[src/rtl/cmerge6_cache_sync.sv]
`default_nettype none
// ============================================================================
//  Module   : cmerge6_cache_sync
//  Brief    : Clocked 6-to-1 round-robin merge. Per-channel drive pulses are
//             captured with their payloads. One channel at a time is forwarded
//             downstream as a drive/data pulse. The downstream free pulse is
//             then returned to the granted channel.
//  Revision : 1.0 - initial release
// ============================================================================
module cmerge6_cache_sync #(
    parameter  int DW  = 32,
    parameter  int NCH = 6,
    localparam int SW  = $clog2(NCH)
) (
    input  logic              clk,
    input  logic              rstn,
    input  logic [NCH-1:0]    i_drive,
    input  logic [NCH*DW-1:0] i_data,
    output logic [NCH-1:0]    o_free,
    output logic              o_driveNext,
    output logic              o_fire,
    output logic [SW-1:0]     o_sel,
    output logic [DW-1:0]     o_data,
    input  logic              i_freeNext,
    output logic              o_err
);

    typedef enum logic [0:0] {
        S_IDLE = 1'b0,
        S_BUSY = 1'b1
    } state_t;

    state_t            r_state;
    state_t            w_state_next;

    logic [NCH-1:0]    r_pending;
    logic [DW-1:0]     r_dreg [NCH];
    logic [SW-1:0]     r_ptr;
    logic [SW-1:0]     r_sel;
    logic [DW-1:0]     r_data;
    logic              r_drive_next;
    logic              r_fire;
    logic [NCH-1:0]    r_free;
    logic              r_err;

    logic [NCH-1:0]    w_set;
    logic [NCH-1:0]    w_drive_err;
    logic [NCH-1:0]    w_clr;
    logic [NCH-1:0]    w_pending_next;
    logic              w_found;
    logic [SW-1:0]     w_grant;
    logic [SW-1:0]     w_idx;
    logic              w_grant_go;
    logic              w_done;
    logic              w_err_free_idle;

    // Modular add that does not rely on NCH being a power of two.
    function automatic logic [SW-1:0] f_wrap_add(input logic [SW-1:0] base, input int off);
        int s;
        s = int'(base) + off;
        if (s >= NCH) s = s - NCH;
        return SW'(s);
    endfunction

    // A new pulse is only accepted on an idle channel; a repeat pulse is a protocol error and is dropped.
    assign w_set       = i_drive & ~r_pending;
    assign w_drive_err = i_drive &  r_pending;

    // Round-robin search over pending channels, starting at the rotating pointer.
    always_comb begin
        w_found = 1'b0;
        w_grant = '0;
        w_idx   = '0;
        for (int i = 0; i < NCH; i++) begin
            w_idx = f_wrap_add(r_ptr, i);
            if (!w_found && r_pending[w_idx]) begin
                w_found = 1'b1;
                w_grant = w_idx;
            end
        end
    end

    // State register.
    always_ff @(posedge clk or negedge rstn) begin
        if (!rstn) r_state <= S_IDLE;
        else       r_state <= w_state_next;
    end

    // Next-state logic and transaction strobes.
    always_comb begin
        w_state_next    = r_state;
        w_grant_go      = 1'b0;
        w_done          = 1'b0;
        w_err_free_idle = 1'b0;
        case (r_state)
            S_IDLE: begin
                if (w_found) begin
                    w_state_next = S_BUSY;
                    w_grant_go   = 1'b1;
                end
                if (i_freeNext) w_err_free_idle = 1'b1;
            end
            S_BUSY: begin
                if (i_freeNext) begin
                    w_state_next = S_IDLE;
                    w_done       = 1'b1;
                end
            end
            default: w_state_next = S_IDLE;
        endcase
    end

    // Completion clears the granted channel; clear always takes priority over a new set.
    always_comb begin
        w_clr = '0;
        if (w_done) w_clr[r_sel] = 1'b1;
        w_pending_next = (r_pending | w_set) & ~w_clr;
    end

    // Per-channel payload capture, taken only when the pulse is accepted.
    for (genvar k = 0; k < NCH; k++) begin : g_chan
        always_ff @(posedge clk or negedge rstn) begin
            if (!rstn)         r_dreg[k] <= '0;
            else if (w_set[k]) r_dreg[k] <= i_data[k*DW +: DW];
        end
    end

    // Grant/complete datapath, pulse outputs and sticky error.
    always_ff @(posedge clk or negedge rstn) begin
        if (!rstn) begin
            r_pending    <= '0;
            r_ptr        <= '0;
            r_sel        <= '0;
            r_data       <= '0;
            r_drive_next <= 1'b0;
            r_fire       <= 1'b0;
            r_free       <= '0;
            r_err        <= 1'b0;
        end else begin
            r_pending    <= w_pending_next;
            r_drive_next <= w_grant_go;
            r_fire       <= w_grant_go;
            r_free       <= w_clr;
            if (w_grant_go) begin
                r_sel  <= w_grant;
                r_data <= r_dreg[w_grant];
            end
            if (w_done) r_ptr <= f_wrap_add(r_sel, 1);
            if ((|w_drive_err) || w_err_free_idle) r_err <= 1'b1;
        end
    end

    assign o_free      = r_free;
    assign o_driveNext = r_drive_next;
    assign o_fire      = r_fire;
    assign o_sel       = r_sel;
    assign o_data      = r_data;
    assign o_err       = r_err;

endmodule
`default_nettype wire

[config.mk]
export PLATFORM = sky130hd
export DESIGN_NAME = cmerge6_cache_sync
export DESIGN_NICKNAME = d
export VERILOG_FILES = /design/src/rtl/cmerge6_cache_sync.sv
export SDC_FILE = /design/constraint.sdc
export NUM_CORES = 1
export LEC_CHECK = 0
export ABC_AREA = 1
export CAP_MARGIN = 20
export CORE_MARGIN = 2
export CORE_UTILIZATION = 56
export CTS_BUF_LIST = sky130_fd_sc_hd__clkbuf_8 sky130_fd_sc_hd__clkbuf_16
export CTS_CLUSTER_DIAMETER = 80
export CTS_CLUSTER_SIZE = 12
export DETAILED_ROUTE_END_ITERATION = 7
export HOLD_SLACK_MARGIN = 0.1
export PLACE_DENSITY = 0.93
export SKIP_CTS_REPAIR_TIMING = 1
export SLEW_MARGIN = 20
export SYNTH_ARGS = -nofsm -noshare
export SYNTH_HDL_FRONTEND = slang
export SYNTH_SLANG_ARGS = --single-unit
[constraint.sdc]
create_clock -name clk -period 8.3 [get_ports clk]
set_input_delay 1.66 -clock clk [delete_from_list [all_inputs] [get_ports clk]]
set_output_delay 1.66 -clock clk [all_outputs]
set_load 0.03 [all_outputs]
==> results.md, run 1 <==
- Status: completed
- Critical path endpoint category: flip-flop
- Critical path arrival: 5570 ps
- Die Footprint: 22,260 µm²
- Crit. path cell count: 20
- Crit-path leading delay family: simple AND/OR/NAND/NOR gates
- Slew @ Worst Pin: 987.9 ps
- Relative slew slack: 0.3390
- FMAX: 0.1944 GHz
- Sink Count: 245
- Ports: 245
- 1st-iter DRT viols: 956
- Gr usage total: 0.3151
- Worst-skew pair later-pin latency: 540 ps
- Minimum clock period: 5144 ps
- CP dominant cell by count: nand2_1
- Nets: 1,605
- Max-cap check violation count: 0
- Worst-path clk slew: 60 ps
- Critical path's slowest cell: nand2_2
- Syn_nets: 1,395
- Period utilization: 0.6198
- Startpoint types: flip-flop
- TritonRoute pass-1 iters: 7
- YS warnings: 0
- Share of layout cells above drive strength 1: 0.1722
- IO buf count: 244
- Num CTS Buffers: 24
- WHS Endpoint: o_err
- Buf+Inv Stages, Crit Path: 2
- Crit path required time: 8730 ps
- Largest net degree at the start of global routing: 101
- Final-report hold violation count: 0
- Vias in the first global route: 10.11k
- Drt drc: 0
- Clock Path Buffers: 3
- Max H-tree Level: 1
- Post-synthesis register bit count: 245
- Sequential share of the synthesized area: 0.5194
- CTS tree: done
- Post-synthesis instance total: 1,184
- Worst r2r src: r_ptr[0]
- Placer Congestion: 0.9210
- Crit-path cells: clkinv_1 > ha_1 > inv_2 > nand2_1 > nand3_1 > nand3_1 > nand2_2 > nand2_1 > nand3_2 > nand3_1 > nor2_1 > nand2_1 > nand2_1 > nand2_1 > nand2_4 > nand2_2 > nand2_1 > o21ai_1 > a21boi_0 > nand2_1
- DR WL/cell: 20.90 µm
- First-pass GRT wire length: 54,410 µm
- Worst r2r path cells: 20
- Hold path depth: 2
- Die H: 149.2 µm
- Initial antenna violation count: 4
- Rows: 53
- Worst path max stage delay: 830 ps
- Mean Syn Cell Area: 9.969 µm²
- Area of the mapped netlist: 11,800 µm²
- Post-DRT Antenna Nets: 0
- Library cells used by synthesis: 37
- Critical path class: reg -> reg
- Hold WC Path Type: reg -> reg
- Vias: 10.00k
- Total congestion overflow: 0
- Fillcell total: 1,502
- Detailed placer's ending HPWL: 24,050 µm
- Layout Area Growth over Synthesis: 27.01%
- Hold Crit Start: o_err
- CTS Root Buffer Type: clkbuf_16
- TNS Setup: 0 ps
- WL final: 34,990 µm
- Slew Viols, Final: 0
- Vias per cell: 5.974
- CP Max Fanout: 82
- Flop-to-flop setup slack: 3160 ps
- RSZ-0062 raised after global routing: false
- Die Wd: 149.2 µm
- Clk_skew: 26.66 ps
- Worst reg2reg endpoint: o_data[27]
- Starting density of the core: 0.5669
- Core Region: 20,820 µm²
- Final setup vio count: 0
cells by family (layout without fill, tap and decap cells):
logic type	Yosys count	count (layout)	synth area share
AOI/OAI and AO/OA	128	128	0.05904
DFF	245	245	0.5194
muxes	177	177	0.1689
buffers and inverters	127	337	0.04770
xor gates and xnor gates	2	2	0.001484
adders and majority gates	10	10	0.01060
and+or+nand+nor	495	495	0.1929
other	0	5	0
registers in the layout, indices dropped and copies added, names as in the netlist:
name	count
o_free	6
r_dreg	192
r_state	1
o_sel	3
r_pending	6
o_err	1
o_fire	1
o_data	32
r_ptr	3
how the worst max path moves through the flow:
stage | from | endpoint | slack [ps]
floorplan | r_ptr[0] | o_data[26] | 5150
global placement | r_ptr[0] | o_data[26] | 3470
detailed placement | r_ptr[0] | o_data[27] | 3260
CTS | r_ptr[0] | o_data[27] | 3270
global route | r_ptr[0] | o_data[26] | 2700
finish | r_ptr[0] | o_data[27] | 3160
worst min-delay path, cell delays in order (launching register included):
cell,delay [ps]
dfrtp_1,350
a211oi_1,50
o2111ai_1,60
synth_stat cells (all sizes together):
cell	count	share of area
a211oi	2	0.0013
a21boi	5	0.0032
a21oi	78	0.033
a22oi	1	0.00064
buf	48	0.023
clkbuf	23	0.0073
clkinv	1	0.00032
dfrtp	245	0.52
ha	10	0.011
inv	55	0.017
mux2	177	0.17
nand2	172	0.056
nand3	238	0.10
nand3b	3	0.0030
nand4	5	0.0052
nor2	76	0.026
nor3b	1	0.00064
o2111ai	1	0.00074
o211ai	7	0.0045
o21ai	32	0.014
o22ai	1	0.00053
o31ai	1	0.00064
xnor2	2	0.0015
routing by layer:
layer / global-route usage / vias up / wire length [µm] / part of all wire
li1: - / 4461 / - / -
met1: 0.4325 / 4856 / 14090 / 0.40
met2: 0.4940 / 564 / 16200 / 0.46
met3: 0.04862 / 120 / 2986 / 0.085
met4: 0.1519 / 0 / 1705 / 0.049
met5: 0 / - / 0 / 0
cell usage in the layout (no fill, tap or decap), types with 5 or more instances in the layout:
cell type | synthesis | layout
o21ai_0 | 8 | 8
nand2_2 | 5 | 8
inv_2 | 4 | 5
o211ai_1 | 7 | 7
diode_2 | 0 | 5
nor2_1 | 75 | 74
nand3_1 | 235 | 235
dfrtp_1 | 245 | 245
inv_1 | 51 | 50
clkdlybuf4s50_1 | 0 | 243
mux2_2 | 177 | 177
o21ai_1 | 22 | 22
buf_4 | 5 | 11
nand2_1 | 166 | 163
clkbuf_16 | 0 | 24
a21oi_1 | 77 | 77
ha_1 | 10 | 10
area by class of cell:
class / count / area, µm² / share of cell area
Antenna cell: 5 / 12.51 / 0.0008346
Sequential cell: 245 / 6131 / 0.4089
Multi-Input combinational cell: 812 / 5125 / 0.3418
Inverter: 56 / 210.2 / 0.01402
Tap cell: 275 / 344.1 / 0.02295
Clock buffer: 24 / 600.6 / 0.04006
Timing Repair Buffer: 255 / 2530 / 0.1688
Clock inverter: 2 / 38.79 / 0.002587
metrics by stage:
| stage | worst slack (ps) | utilization | cells | hold slack, ps | cell area [µm²] |
|---|---|---|---|---|---|
| 5_1_grt | 2704 | 0.7199 | 1673 | 516.1 | 14990 |
| 2_1_floorplan | 5149 | - | 1184 | 479.8 | 11800 |
| 4_1_cts | 3265 | 0.7194 | 1669 | 499.1 | 14980 |
| 3_3_place_gp | 3469 | 0.6887 | 1643 | 486.8 | 14340 |
| 3_5_place_dp | 3259 | 0.6887 | 1643 | 486.6 | 14340 |
| 6_report | 3156 | 0.7200 | 1674 | 497.5 | 14990 |
Power of run 1 is not shown: default switching activity piles up to over one toggle a cycle in this logic, so the estimate is an artifact.
==> run 2, diff against run 1 <==
--- a/config.mk
+++ b/config.mk
@@ -8,13 +8,13 @@
 export ABC_AREA = 1
 export CAP_MARGIN = 20
 export CORE_MARGIN = 2
-export CORE_UTILIZATION = 56
+export CORE_UTILIZATION = 52
 export CTS_BUF_LIST = sky130_fd_sc_hd__clkbuf_8 sky130_fd_sc_hd__clkbuf_16
 export CTS_CLUSTER_DIAMETER = 80
 export CTS_CLUSTER_SIZE = 12
 export DETAILED_ROUTE_END_ITERATION = 7
 export HOLD_SLACK_MARGIN = 0.1
-export PLACE_DENSITY = 0.93
+export PLACE_DENSITY = 0.88
 export SKIP_CTS_REPAIR_TIMING = 1
 export SLEW_MARGIN = 20
 export SYNTH_ARGS = -nofsm -noshare
==> constraint.sdc (replaced) <==
create_clock -name clk -period 5.18 [get_ports clk]
set_input_delay 1.036 -clock clk [delete_from_list [all_inputs] [get_ports clk]]
set_output_delay 1.036 -clock clk [all_outputs]
set_load 0.03 [all_outputs]
==> results.md, run 2 (synthesized netlist as in run 1, its figures left out) <==
- Sequential Area: 6131 µm²
- Crit path required time: 5640 ps
- 1st-iter DRT viols: 930
- Commonest non-fill, non-tap cell in the layout: dfrtp_1
- Critical path arrival: 4830 ps
- Share of layout cells above drive strength 1: 0.1750
- Critical path's slowest cell: dfrtp_1
- Most frequent cells in the layout: dfrtp_1, clkdlybuf4s50_1, nand3_1, mux2_2, nand2_1
- Vias per cell: 5.934
- Drt drc: 0
- TNS Setup: 0 ps
- IO buf count: 244
- Die Wd: 154.7 µm
- WL final: 35,090 µm
- CTS tree: done
- Die H: 154.7 µm
- Placer Congestion: 0.9232
- Vias: 10.01k
- Ports: 245
- Initial antenna violation count: 3
- Status: completed
- Crit-path leading delay family: simple AND/OR/NAND/NOR gates
- Buf+Inv Stages, Crit Path: 3
- Final setup vio count: 0
- CTS Root Buffer Type: clkbuf_16
- Worst path max stage delay: 670 ps
- Critical path class: reg -> reg
- RSZ-0062 raised after global routing: false
- Max H-tree Level: 1
- Rows: 55
- Post-DRT Antenna Nets: 0
- Vias in the first global route: 9,855
- Core Region: 22,430 µm²
- TritonRoute pass-1 iters: 8
- Layout Area Growth over Synthesis: 27.54%
- Clock Path Buffers: 3
- Gr usage total: 0.2913
- Relative slew slack: 0.3198
- Clk_skew: 26.00 ps
- First-pass GRT wire length: 54,630 µm
- Sink Count: 245
- Nets: 1,611
- Minimum clock period: 4376 ps
- Slew Viols, Final: 0
- CP Max Fanout: 81
- Most flops, register: r_dreg
- Final-report hold violation count: 0
- Total congestion overflow: 0
- Period utilization: 0.8448
- Num CTS Buffers: 24
- Worst-path clk slew: 60 ps
- DR WL/cell: 20.80 µm
- Worst-skew pair later-pin latency: 550 ps
- Crit-path cells: clkinv_1 > ha_1 > inv_2 > nand2_1 > nand3_1 > nand3_1 > nand2_2 > nand2_1 > nand3_2 > nand3_1 > nor2_1 > nand2_1 > nand2_1 > nand2_1 > nand2_4 > buf_4 > nand3_1 > nand3_1 > nand3_1 > a21oi_1
- Die Footprint: 23,920 µm²
- Starting density of the core: 0.5262
- Max FFs per register: 192
- FMAX: 0.2285 GHz
- Hold WC Path Type: reg -> reg
- Largest net degree at the start of global routing: 110
- Startpoint types: flip-flop
- Max-cap check violation count: 0
- Detailed placer's ending HPWL: 24,440 µm
- CP dominant cell by count: nand3_1
- Area occupied by multi-input gates: 5125 µm²
- Critical path endpoint category: flip-flop
- Slew @ Worst Pin: 1017 ps
- Fillcell total: 1,660
-- run 2: cell types whose count changed in the layout (fill, tap and decap cells not counted) --
cell     delta
buf_4       +5
diode_2     -3
buf_12      +1
inv_1       +1
inv_2       -1
-- run 2: final timing paths --
path                             startpoint          end  slack [ps]  cells after the start
worst max-delay path               r_ptr[0]    o_data[4]         800                     20
worst min-delay path            r_dreg[108]  r_dreg[108]         500                      1
worst max register to register     r_ptr[0]    o_data[4]         800                     20
worst min register to register  r_dreg[108]  r_dreg[108]         500                      1
max in group asynchronous              rstn   r_dreg[85]        3450                      2
min in group asynchronous              rstn   r_dreg[11]         560                      1
-- run 2: through the flow --
step | util | hold WS (ps) | setup slack, ps | instances | area (µm²)
CTS | 0.6708 | 506.7 | 875.8 | 1685 | 15050
detailed placement | 0.6423 | 493.2 | 903.4 | 1659 | 14410
floorplan | - | 479.8 | 2029 | 1184 | 11800
global route | 0.6711 | 515.2 | 315.6 | 1687 | 15050
global placement | 0.6423 | 487.9 | 991.0 | 1659 | 14410
finish | 0.6711 | 504.6 | 804.1 | 1687 | 15050
-- run 2: area by class of cell --
class	instances	area share
multi-input combinational	812	0.3404
inverter	56	0.01396
timing repair buffer	261	0.1719
clock inverter	2	0.002576
tap	285	0.02369
clock buffer	24	0.03989
antenna	2	0.0003324
sequential	245	0.4072
-- run 2: worst reg2reg max path, cell delays in order, from the launching register on --
cell      delay, ps
dfrtp_1         670
clkinv_1        400
ha_1            470
inv_2           170
nand2_1          70
nand3_1         100
nand3_1         110
nand2_2         130
nand2_1          70
nand3_2         130
nand3_1         100
nor2_1          140
nand2_1          70
nand2_1          90
nand2_1         100
nand2_4          80
buf_4           660
nand3_1         280
nand3_1         180
nand3_1         130
a21oi_1         160
-- run 2: layer usage --
metal  wire (µm)  vias to the layer above  global-route usage
met2       16280                      542              0.4590
met1       14680                     4887              0.4071
met3        2768                      103             0.04791
met4        1348                        2              0.1146
met5           8                        -                   0
li1            -                     4477                   -
Power of run 2 is left out for the same reason.
